File: config.mk
export PLATFORM = sky130hd
export DESIGN_NAME = ula16_seq_arbiter
export DESIGN_NICKNAME = d
export VERILOG_FILES = /design/src/rtl/ula16_seq_arbiter.sv
export SDC_FILE = /design/constraint.sdc
export NUM_CORES = 1
export LEC_CHECK = 0
export ABC_CLOCK_PERIOD_IN_PS = 1800
export CORE_MARGIN = 2
export CORE_UTILIZATION = 46
export CTS_CLUSTER_SIZE = 16
export DETAILED_ROUTE_END_ITERATION = 8
export DONT_BUFFER_PORTS = 1
export PLACE_DENSITY = 0.72
export SKIP_CTS_REPAIR_TIMING = 1
export SLEW_MARGIN = 10
export SYNTH_ARGS = -nofsm -noshare
export SYNTH_HDL_FRONTEND = slang
export SYNTH_SLANG_ARGS = --single-unit
File: constraint.sdc
create_clock -name clk -period 1.8 [get_ports clk]
set_input_delay 0.18 -clock clk [delete_from_list [all_inputs] [get_ports clk]]
set_output_delay 0.18 -clock clk [all_outputs]
set_load 0.02 [all_outputs]
File: src/rtl/ula16_seq_arbiter.sv
// ula16_seq_arbiter: round-robin two-requester front end that runs 16-bit AND/OR/XOR/ADD
// through one shared 8-bit combinational ALU slice, low byte then high byte with carry chaining.
// Latency 3 cycles from the request handshake cycle to rsp_valid, at most one op per 4 cycles;
// the response is held until rsp_ready and both requesters see ready=0 outside IDLE.
// Optional build macro ULA16_SEQ_FLAGS_EN adds rsp_zero / rsp_carry status outputs.
module ula16_seq_arbiter #(
    parameter int W     = 16,
    parameter int SLICE = 8
) (
    input  logic             clk,
    input  logic             rst_n,
    // requester 0
    input  logic             req0_valid,
    output logic             req0_ready,
    input  logic [W-1:0]     req0_a,
    input  logic [W-1:0]     req0_b,
    input  logic [1:0]       req0_op,
    // requester 1
    input  logic             req1_valid,
    output logic             req1_ready,
    input  logic [W-1:0]     req1_a,
    input  logic [W-1:0]     req1_b,
    input  logic [1:0]       req1_op,
    // shared ALU slice
    output logic [SLICE-1:0] alu_a,
    output logic [SLICE-1:0] alu_b,
    output logic [1:0]       alu_op,
    output logic             alu_cin,
    input  logic [SLICE-1:0] alu_result,
    input  logic             alu_cout,
    // response channel
`ifdef ULA16_SEQ_FLAGS_EN
    output logic             rsp_zero,
    output logic             rsp_carry,
`endif
    output logic             rsp_valid,
    input  logic             rsp_ready,
    output logic [W-1:0]     rsp_data,
    output logic             rsp_id
);

    localparam logic [1:0] OP_ADD = 2'b11;

    typedef enum logic [1:0] {
        S_IDLE = 2'd0,
        S_LOW  = 2'd1,
        S_HIGH = 2'd2,
        S_DONE = 2'd3
    } state_t;

    state_t         r_state;
    state_t         w_state_nxt;

    logic [W-1:0]   r_a;
    logic [W-1:0]   r_b;
    logic [1:0]     r_op;
    logic           r_id;
    logic           r_last;
    logic           r_carry;
    logic [W-1:0]   r_res;

    logic           w_idle;
    logic           w_gnt0;
    logic           w_gnt1;
    logic           w_hs;
    logic [W-1:0]   w_sel_a;
    logic [W-1:0]   w_sel_b;
    logic [1:0]     w_sel_op;

    // Readies are gated by rst_n so nothing is offered while reset is asserted.
    assign w_idle = (r_state == S_IDLE) && rst_n;

    // Round robin: a lone requester always wins; on a tie the one not served last wins.
    assign w_gnt0 = req0_valid & (~req1_valid | r_last);
    assign w_gnt1 = req1_valid & (~req0_valid | ~r_last);

    assign req0_ready = w_idle & w_gnt0;
    assign req1_ready = w_idle & w_gnt1;
    assign w_hs       = req0_ready | req1_ready;

    assign w_sel_a  = w_gnt1 ? req1_a  : req0_a;
    assign w_sel_b  = w_gnt1 ? req1_b  : req0_b;
    assign w_sel_op = w_gnt1 ? req1_op : req0_op;

    assign rsp_data = r_res;
    assign rsp_id   = r_id;

    // State register; reset aborts any operation in flight.
    always_ff @(posedge clk or negedge rst_n) begin
        if (!rst_n) begin
            r_state <= S_IDLE;
        end else begin
            r_state <= w_state_nxt;
        end
    end

    // Next state plus slice drive: each pass presents one byte; IDLE/DONE keep the slice at 0.
    always_comb begin
        w_state_nxt = r_state;
        alu_a       = '0;
        alu_b       = '0;
        alu_op      = 2'b00;
        alu_cin     = 1'b0;
        rsp_valid   = 1'b0;
        case (r_state)
            S_IDLE: begin
                if (w_hs) begin
                    w_state_nxt = S_LOW;
                end
            end
            S_LOW: begin
                alu_a       = r_a[SLICE-1:0];
                alu_b       = r_b[SLICE-1:0];
                alu_op      = r_op;
                alu_cin     = 1'b0;
                w_state_nxt = S_HIGH;
            end
            S_HIGH: begin
                alu_a       = r_a[W-1:SLICE];
                alu_b       = r_b[W-1:SLICE];
                alu_op      = r_op;
                alu_cin     = r_carry;
                w_state_nxt = S_DONE;
            end
            S_DONE: begin
                rsp_valid = 1'b1;
                if (rsp_ready) begin
                    w_state_nxt = S_IDLE;
                end
            end
            default: begin
                w_state_nxt = S_IDLE;
            end
        endcase
    end

    // Operand latch at grant, then byte-wise result capture; carry only chains for ADD.
    always_ff @(posedge clk or negedge rst_n) begin
        if (!rst_n) begin
            r_a     <= '0;
            r_b     <= '0;
            r_op    <= 2'b00;
            r_id    <= 1'b0;
            r_last  <= 1'b1;
            r_carry <= 1'b0;
            r_res   <= '0;
        end else begin
            case (r_state)
                S_IDLE: begin
                    if (w_hs) begin
                        r_a    <= w_sel_a;
                        r_b    <= w_sel_b;
                        r_op   <= w_sel_op;
                        r_id   <= w_gnt1;
                        r_last <= w_gnt1;
                    end
                end
                S_LOW: begin
                    r_res[SLICE-1:0] <= alu_result;
                    r_carry          <= (r_op == OP_ADD) & alu_cout;
                end
                S_HIGH: begin
                    r_res[W-1:SLICE] <= alu_result;
                end
                default: begin
                end
            endcase
        end
    end

`ifdef ULA16_SEQ_FLAGS_EN
    logic r_flag_zero;
    logic r_flag_carry;

    assign rsp_zero  = r_flag_zero;
    assign rsp_carry = r_flag_carry;

    // Status flags settle on the HIGH pass so they are ready together with rsp_valid.
    always_ff @(posedge clk or negedge rst_n) begin
        if (!rst_n) begin
            r_flag_zero  <= 1'b0;
            r_flag_carry <= 1'b0;
        end else if (r_state == S_HIGH) begin
            r_flag_zero  <= ({alu_result, r_res[SLICE-1:0]} == '0);
            r_flag_carry <= (r_op == OP_ADD) & alu_cout;
        end
    end
`endif

endmodule

==> out/metrics.yaml, run 1 <==
run_status:
  outcome: "finished with violations"
  violations: "setup timing"
power_and_ir_drop:
  ir_worst_vdd_uv: 891.7
  pwr-share-comb_pct: 47.4
  power.density_mw_per_mm2: 1876
  total_power_mw: 6.226
  power.leakage_nw: 1.476
  switching_share_pct: 40.04
  p_int_mw: 3.733
  pwr-share-seq_pct: 39.8
  p_sw_mw: 2.493
  clkPwrFrac_pct: 12.9
yosys:
  ys_types: 24
  netlist_area_mm2: 0.002758
  synth_cells: 253
  syn-mean-instance-area_um2: 10.90
  synth_top_area_share_pct: 49.00
  synth.net_count: 340
  synth_area_leaders: "dfrtp_1, mux2i_1, mux2_2, o21ai_1, nand2_1"
  synth_seq_cells: 55
  synth-seq-area-share_pct: 49.95
  netlist.top_cell.by_area: "dfrtp_1"
  ys_warn_count: 0
critical_path:
  worst-path-max-fanout: 13
  slowest_stage: "dfrtp_1"
  crit_chain: "buf_4 > ha_4 > buf_12 > a22oi_1 > nor2b_2 > buf_4"
  crit_required_ns: 1.62
  cp_common_cell: "buf_4"
  start_kind: "flip-flop"
  cp.arrival_ns: 1.63
  cp-end-kind: "output port"
  path_class: "flip-flop to output port"
  max_stage_delay_ns: 0.42
final_layout:
  nets: 364
  final_cells: 352
  drive_gt1_share_pct: 28.88
  antenna_cells: 0
  area_growth_pct: 20.33
  stdcell_area_mm2: 0.003318
  fill_cells: 514
  final_cell_mix: "dfrtp_1, mux2i_1, nand2_1, o21ai_1, buf_4"
  post-route-util_pct: 56.72
  final_common_cell: "dfrtp_1"
clock_network:
  cts_sinks: 55
  cts-htree-levels: 2
  clockRootBuffer: "clkbuf_8"
  clockBufferDepth: 2
  clk_pin_slew_ns: 0.10
  cts-buffers-inserted: 5
  cts_tree: "yes"
  clock_latency_ns: 0.30
placement:
  gp_congestion: 0.7023
  place_area_mm2: 0.002970
  dp.cells: 336
  post-dp-hpwl_um: 4025
  portBuffers: 0
  dp_slack_ns: 0.1202
timing:
  final_max_slew_viol_count: 0
  fmax_mhz: 552.8
  hold_viol: 0
  tightest_slew_ns: 0.6635
  slew_headroom_pct: 55.55
  whs_ns: 0.02189
  final-setup-viol-count: 2
  final.setup.worst_slack_ns: -0.008979
  fin_crit_ns: 1.809
  tns_ns: -0.01185
  post-route-period-util_pct: 100.5
  rsz0062_at_grt: "true"
  fin_skew_ns: 0.006158
detailed_routing:
  via_count: 1916
  via_per_inst: 5.443
  final_antenna_net_count: 0
  wl_um: 6039
  drt_iter0_drc: 25
  drcViolationCount: 0
  firstDrtPassIters: 4
  post_drt_wl_per_cell_um: 17.16
flow_run:
  drv_cap: 0
grt:
  grt_use_total_pct: 17.16
  grt_pass1_wl_um: 8597
  gr-total-overflow: 0
  grt_pass1_vias: 1804
  grt_antenna_before_repair: 0
  grt_max_degree: 61
die:
  dieArea_mm2: 0.006630
  fp.dieH_um: 81.43
  core_area_mm2: 0.005851
  start_util_pct: 47.13
  core.rowCount: 28
  pin_count: 121
  die_w_um: 81.43
min_path:
  hp-class: "primary input to flip-flop"
==> final cells by class <==
class / count / area [µm²] / area share (%)
Inverter: 5 / 18.77 / 0.5656
Timing Repair Buffer: 35 / 366.6 / 11.05
Clock inverter: 2 / 37.54 / 1.131
Tap cell: 75 / 93.84 / 2.828
Multi-Input combinational cell: 175 / 1355 / 40.84
Clock buffer: 5 / 68.82 / 2.074
Sequential cell: 55 / 1378 / 41.52
==> layer usage <==
layer / wire length, µm / global-route usage, % / vias to the layer above / share of wire (%)
met1: 2426 / 21.22 / 910 / 40
met2: 3057 / 29.43 / 78 / 51
li1: - / - / 922 / -
met3: 452 / 4.505 / 6 / 7.5
met4: 102 / 5.085 / 0 / 1.7
met5: 0 / 0 / - / 0
==> power by group through the flow <==
stage / Sequential, mW / Combinational [mW] / Clock (mW)
floorplan: 2.35 / 1.80 / 0
global placement: 2.43 / 2.41 / 0
detailed placement: 2.46 / 2.49 / 0
CTS: 2.43 / 2.50 / 0.819
global route: 2.56 / 3.21 / 0.878
finish: 2.48 / 2.95 / 0.801
==> cells by family after synthesis <==
group | share of synthesized area [%]
DFF | 49.95
buffers and inverters | 5.399
adders and majority gates | 2.269
AOI/OAI and AO/OA | 12.48
muxes | 19.65
and+or+nand+nor | 10.25
==> flip-flops by register name, summed over array words and instances, names as in the netlist <==
register  flops
r_a          16
r_b          16
r_carry       1
r_last        1
r_op          2
r_state       2
rsp_data     16
rsp_id        1
==> worst paths after layout <==
check	start	slack, ns	cells after the start	to
min	alu_result[0]	0.02	1	rsp_data[8]
min reg2reg	r_a[8]	0.50	2	r_a[8]
max	r_state[1]	-0.009	6	alu_b[4]
max reg2reg	r_state[0]	0.09	5	r_state[1]
min in group asynchronous	rst_n	0.40	2	rsp_data[10]
max in group asynchronous	rst_n	1.13	2	r_last
==> cells in the mapped netlist, drive strengths merged <==
master  count
inv         5
nand3       2
buf         9
o21ai      37
nand4       1
and3        1
nand2      35
dfstp       1
o211ai      1
mux2       17
mux2i      35
and2        3
a22oi      16
ha          5
a21oi       3
a21boi      1
dfrtp      54
nor2b      17
nor2        1
clkbuf      9
==> worst max-delay path, delay by kind of cell (launching register included) <==
family	cells	cell delay [ns]
adder cells (fa/ha/maj)	1	0.18
AO/OA/AOI/OAI	1	0.20
buffers and inverters	3	0.46
AND/OR/NAND/NOR	1	0.06
flip-flops	1	0.42
No activity file was read; power rests on OpenSTA's default activity.
==> inputs of run 2 (changes only) <==
Settings changed: CTS_BUF_LIST set to sky130_fd_sc_hd__clkbuf_8.
==> results of run 2 <==
No change in the layout: final DEF, timing and power equal those of run 1.
